`src/rtl/nibble_packer_pkg.sv`:
```
// nibble_packer_pkg: default geometry shared by the nibble packer and its consumers
package nibble_packer_pkg;
  localparam int NIB_W_DEF = 4;
  localparam int NIBS_DEF = 4;
  localparam int WORD_W_DEF = NIB_W_DEF * NIBS_DEF;
  localparam int PTR_W_DEF = $clog2(NIBS_DEF);
  localparam int CNT_W_DEF = PTR_W_DEF + 1;
endpackage

```
`src/rtl/nibble_packer_word_hold_reg.sv`:
```
// word_hold_reg: single-entry valid/ready holding register; load only when out_free, d/q carry {count, word}
module word_hold_reg #(
  parameter int W = 19
) (
  input  logic         clk,
  input  logic         rst_n,
  input  logic         load,
  input  logic [W-1:0] d,
  input  logic         out_ready,
  output logic         out_valid,
  output logic [W-1:0] q,
  output logic         out_free
);
  assign out_free = !out_valid | out_ready;
  always_ff @(posedge clk) begin
    if (!rst_n) begin
      out_valid <= 1'b0;
      q <= '0;
    end else begin
      out_valid <= load | (out_valid & !out_ready);
      if (load) q <= d;
    end
  end
endmodule

```
`src/rtl/nibble_packer.sv`:
```
// nibble_packer: packs a valid/ready nibble stream into words (nibble k -> bits [4k+3:4k]), flush emits a partial word with its count
module nibble_packer
  import nibble_packer_pkg::*;
#(
  parameter int NIB_W = NIB_W_DEF,
  parameter int NIBS = NIBS_DEF
) (
  input  logic                      clk,
  input  logic                      rst_n,
  input  logic                      in_valid,
  output logic                      in_ready,
  input  logic [NIB_W-1:0]          in_dat,
  input  logic                      flush,
  output logic                      out_valid,
  input  logic                      out_ready,
  output logic [NIB_W*NIBS-1:0]     out_dat,
  output logic [$clog2(NIBS):0]     out_cnt,
  output logic [$clog2(NIBS)-1:0]   ptr
);
  localparam int WORD_W = NIB_W * NIBS;
  localparam int PTR_W = $clog2(NIBS);
  localparam int CNT_W = PTR_W + 1;
  logic [WORD_W-1:0] asm_q, asm_ins;
  logic [CNT_W-1:0] cnt_ins;
  logic [WORD_W+CNT_W-1:0] hold_q;
  logic flush_pend, flush_req, in_acc, last, out_free, emit;
  assign last = ptr == PTR_W'(NIBS - 1);
  assign in_ready = rst_n & (!last | out_free) & !flush_pend;
  assign in_acc = in_valid & in_ready;
  assign flush_req = flush | flush_pend;
  // unfilled slots of asm_q are always zero, so OR-ing inserts the nibble
  assign asm_ins = in_acc ? asm_q | (WORD_W'(in_dat) << (ptr * NIB_W)) : asm_q;
  assign cnt_ins = CNT_W'(ptr) + CNT_W'(in_acc);
  assign emit = (in_acc & last) | (flush_req & out_free & (cnt_ins != '0));
  always_ff @(posedge clk) begin
    if (!rst_n) begin
      ptr <= '0;
      asm_q <= '0;
      flush_pend <= 1'b0;
    end else begin
      ptr <= emit ? '0 : ptr + PTR_W'(in_acc);
      asm_q <= emit ? '0 : asm_ins;
      flush_pend <= flush_req & !emit & (cnt_ins != '0);
    end
  end
  word_hold_reg #(.W(WORD_W + CNT_W)) u_hold (
    .clk(clk),
    .rst_n(rst_n),
    .load(emit),
    .d({cnt_ins, asm_ins}),
    .out_ready(out_ready),
    .out_valid(out_valid),
    .q(hold_q),
    .out_free(out_free)
  );
  assign {out_cnt, out_dat} = hold_q;
endmodule

```
`config.mk`:
```
export PLATFORM = sky130hd
export DESIGN_NAME = nibble_packer
export DESIGN_NICKNAME = d
export VERILOG_FILES = /design/src/rtl/nibble_packer_pkg.sv /design/src/rtl/nibble_packer_word_hold_reg.sv /design/src/rtl/nibble_packer.sv
export SDC_FILE = /design/constraint.sdc
export NUM_CORES = 1
export LEC_CHECK = 0
export ABC_AREA = 1
export ABC_CLOCK_PERIOD_IN_PS = 2200
export CORE_MARGIN = 5
export CORE_UTILIZATION = 30
export DETAILED_ROUTE_END_ITERATION = 7
export PLACE_DENSITY = 0.52
export SKIP_CTS_REPAIR_TIMING = 1
export SYNTH_ARGS = -nofsm -noshare
export SYNTH_HDL_FRONTEND = slang
export SYNTH_SLANG_ARGS = --single-unit
```
`constraint.sdc`:
```
create_clock -name clk -period 2.2 [get_ports clk]
set_clock_uncertainty 0.1 [all_clocks]
set_input_delay 0.55 -clock clk [delete_from_list [all_inputs] [get_ports clk]]
set_output_delay 0.55 -clock clk [all_outputs]
set_load 0.02 [all_outputs]
```
==> metrics.cfg <==
[critical_path]
critical_path.reg2reg.startpoint = u_hold.out_valid
critical_path_buf_inv_count = 2
start_kind = register
critPathMaxFanout = 11
timing.critical_path.arrival_ns = 1.43
r2r_cells = 14
worst-setup-path-type = register to output pin
cp_slowest_cell = sky130_fd_sc_hd__clkdlybuf4s50_1
timing.critical_path.to_type = output pin
wp_data_required_ns = 1.55
regToRegSetupSlack_ns = 0.20
max_stage_delay_ns = 0.62
critical_path.cell_chain = buf_4, clkdlybuf4s50_1
rr_endpoint = asm_q[8]
crit_family = buffers and inverters

[synthesis]
syn-instance-count = 205
synth.largest_area_cell = sky130_fd_sc_hd__dfxtp_1
postSynthRegisterBits = 39
synth_seq_area_share = 0.4760
synth-async-reset-ratio = 0
ys_top_cells_by_count = sky130_fd_sc_hd__nand2_1 (74), sky130_fd_sc_hd__dfxtp_1 (39), sky130_fd_sc_hd__inv_1 (17)
ys_flop_type = sky130_fd_sc_hd__dfxtp_1
dominant_cells_by_area_after_synthesis = sky130_fd_sc_hd__dfxtp_1 (48%), sky130_fd_sc_hd__nand2_1 (17%), sky130_fd_sc_hd__o21bai_2 (5.5%)
synthMostInstantiatedCell = sky130_fd_sc_hd__nand2_1
synth_edf_count = 0
yosys_warnings = 0
mean_post_synth_cell_area_um2 = 8.002
post_synth_instance_area_mm2 = 0.001640
post-synth-top-area-fraction = 0.4760
synth_cell_types = 22
net_count_after_synthesis = 216

[route]
wl_per_cell_um = 11.34
detail_route.drc_violations = 0
detailedRoute.firstPassIterationCount = 4
detail_route.wirelength_um = 3697
antenna_violating_nets_post_route = 0
drt-initial-drc-count = 116
via_per_inst = 4.230
num_vias = 1379

[worst_hold_path]
hold_class = register to register
hold_path_depth = 2
hold_end = u_hold.q[7]
timing.hold.worst.start = u_hold.q[7]

[final_layout]
finish.instance_area_mm2 = 0.002292
multi_input_comb_area_um2 = 769.5
layout-area-overhead-vs-synth_pct = 39.74
filler_cell_count = 570
antenna_cells = 0
layout.area.seq_um2 = 787.0
finish.cell_count_without_fillers = 326
finish.net_count = 266
drive_gt1_frac = 0.1969
layout.core_utilization = 0.4241

[clock_network]
cts.sink_count = 39
clock_tree.htree_level_count = 2
cts-buffers-inserted = 5
clockRootBuffer = sky130_fd_sc_hd__clkbuf_8
cts.clk_slew.worst_paths_ns = 0.07
clkLatencyLatePin_ns = 0.28
clock_path_buffers = 2
tritoncts = done

[place]
dpl-instance-area_mm2 = 0.002206
port_buffers = 31
dp_hpwl_um = 2698
post-place-cells = 320
gp_routability_congestion = 0.8725
pre_cts_ws_ns = -0.4744

[global_routing]
grt_first_pass_wirelength_um = 6410
global_route.usage.total = 0.1120
via_count_of_the_first_global_routing_pass = 1346
number_of_antenna_violations_at_the_first_check_in_global_routing = 0
grt_max_degree = 16
grt_remaining_overflow = 0

[timing]
final-setup-viol-count = 0
postLayoutSetupSlackWorst_ns = 0.1160
hold_viol_final = 0
finalCritPeriodShare = 0.9473
final-max-slew-violation-count = 0
fmaxAchievable_ghz = 0.4798
slew-limit-headroom = 0.8457
fin_tns_setup_ns = 0
worst_slew_pin_slew_ns = 0.2312
rsz0062_at_grt = no
final.min_clock_period_ns = 2.084

[die]
design.core.area_mm2 = 0.005405
starting_density = 0.3035
dieHeight_um = 83.95
placementRows = 27
top_level_ports = 32
dieWidth_um = 83.95
fp.dieArea_mm2 = 0.007047

[pwr]
irDropWorstVdd_uv = 328.4
leakagePower_nw = 1.081
power_density_mw_per_mm2 = 617.7

[flow_run]
cap_viol_max_count = 0

[status]
run_status = finished, final reports clean

power breakdown:
part / switching [mW] / total [mW] / internal, mW / leakage [nW]
Sequential: 0.00765 / 0.731 / 0.724 / 0.317
Combinational: 0.135 / 0.247 / 0.112 / 0.727
Clock: 0.226 / 0.437 / 0.211 / 0.0371
how the worst max path moves through the flow:
stage                     startpoint           end  slack [ns]  depth (start not counted)
after global placement         rst_n      in_ready       -0.46                          6
after CTS                      rst_n      in_ready       -0.49                          6
final                         ptr[1]        ptr[1]        0.12                          2
after global routing       out_ready      asm_q[3]        0.06                         14
after floorplan            out_ready  u_hold.q[10]       0.002                         13
after detailed placement       rst_n      in_ready       -0.47                          6
sequential cells by signal, indices dropped and copies added (netlist names):
register	flops
u_hold.q	19
asm_q	16
ptr	2
flush_pend	1
u_hold.out_valid	1
through the flow:
stage / power (mW) / hold slack, ns
3_3_place_gp: 0.9966 / 0.3354
5_1_grt: 1.495 / 0.3688
6_report: 1.416 / 0.3470
2_1_floorplan: 0.8907 / 0.3295
3_5_place_dp: 0.9974 / 0.3380
4_1_cts: 1.443 / 0.3514
area by class of cell:
class                   instances  area share
well taps                      72     0.03930
flip-flops and latches         39      0.3433
repair buffers                 50      0.2145
multi-input cells             139      0.3357
clock buffers                   6     0.03166
inverters                      20     0.03548
worst register-to-register path, stage by stage (launching register included):
cell and delay (ns):
sky130_fd_sc_hd__dfxtp_2 0.34, sky130_fd_sc_hd__inv_1 0.06, sky130_fd_sc_hd__nor2_4 0.10, sky130_fd_sc_hd__nand2_4 0.07, sky130_fd_sc_hd__nand3_4 0.08, sky130_fd_sc_hd__inv_2 0.04, sky130_fd_sc_hd__ha_4 0.15, sky130_fd_sc_hd__ha_4 0.26
sky130_fd_sc_hd__inv_1 0.04, sky130_fd_sc_hd__nand2_1 0.10, sky130_fd_sc_hd__nand3_2 0.11, sky130_fd_sc_hd__nand3_2 0.11, sky130_fd_sc_hd__inv_2 0.06, sky130_fd_sc_hd__buf_12 0.14, sky130_fd_sc_hd__and2_1 0.13
kinds of logic after synthesis:
kind of cell	after synthesis	share of synthesized area
buffers and inverters	27	0.07780
adders and majority gates	2	0.01525
DFF	39	0.4760
AOI/OAI and AO/OA	17	0.08925
and+or+nand+nor	120	0.3417
layout by cell type (no fill, tap or decap):
cell	count
sky130_fd_sc_hd__nand4_4	1
sky130_fd_sc_hd__nand4_1	8
sky130_fd_sc_hd__and2_1	8
sky130_fd_sc_hd__buf_12	2
sky130_fd_sc_hd__clkbuf_1	1
sky130_fd_sc_hd__clkinv_2	1
sky130_fd_sc_hd__nand2_1	74
sky130_fd_sc_hd__nand3_1	9
sky130_fd_sc_hd__nor2_1	12
sky130_fd_sc_hd__inv_1	16
sky130_fd_sc_hd__a21oi_4	1
sky130_fd_sc_hd__nand3_4	1
sky130_fd_sc_hd__or2_1	1
sky130_fd_sc_hd__dfxtp_2	2
sky130_fd_sc_hd__a21oi_1	8
sky130_fd_sc_hd__dlymetal6s2s_1	4
sky130_fd_sc_hd__nor2_4	2
sky130_fd_sc_hd__inv_6	1
sky130_fd_sc_hd__dfxtp_4	1
sky130_fd_sc_hd__buf_6	1
sky130_fd_sc_hd__ha_4	2
sky130_fd_sc_hd__clkbuf_8	5
sky130_fd_sc_hd__dfxtp_1	36
sky130_fd_sc_hd__buf_4	16
sky130_fd_sc_hd__nand2_4	1
sky130_fd_sc_hd__o21bai_2	8
sky130_fd_sc_hd__inv_2	2
sky130_fd_sc_hd__nand2_2	1
sky130_fd_sc_hd__nand3_2	2
sky130_fd_sc_hd__clkdlybuf4s50_1	27
layer usage:
| layer | global-route usage | share of wire | vias to the layer above |
|---|---|---|---|
| met4 | 0.03509 | 0.014 | 0 |
| met3 | 0.03060 | 0.040 | 5 |
| li1 | - | - | 734 |
| met2 | 0.1721 | 0.45 | 23 |
| met1 | 0.1520 | 0.49 | 617 |
| met5 | 0 | 0 | - |
Note: power is estimated with default switching activity, not from simulation.
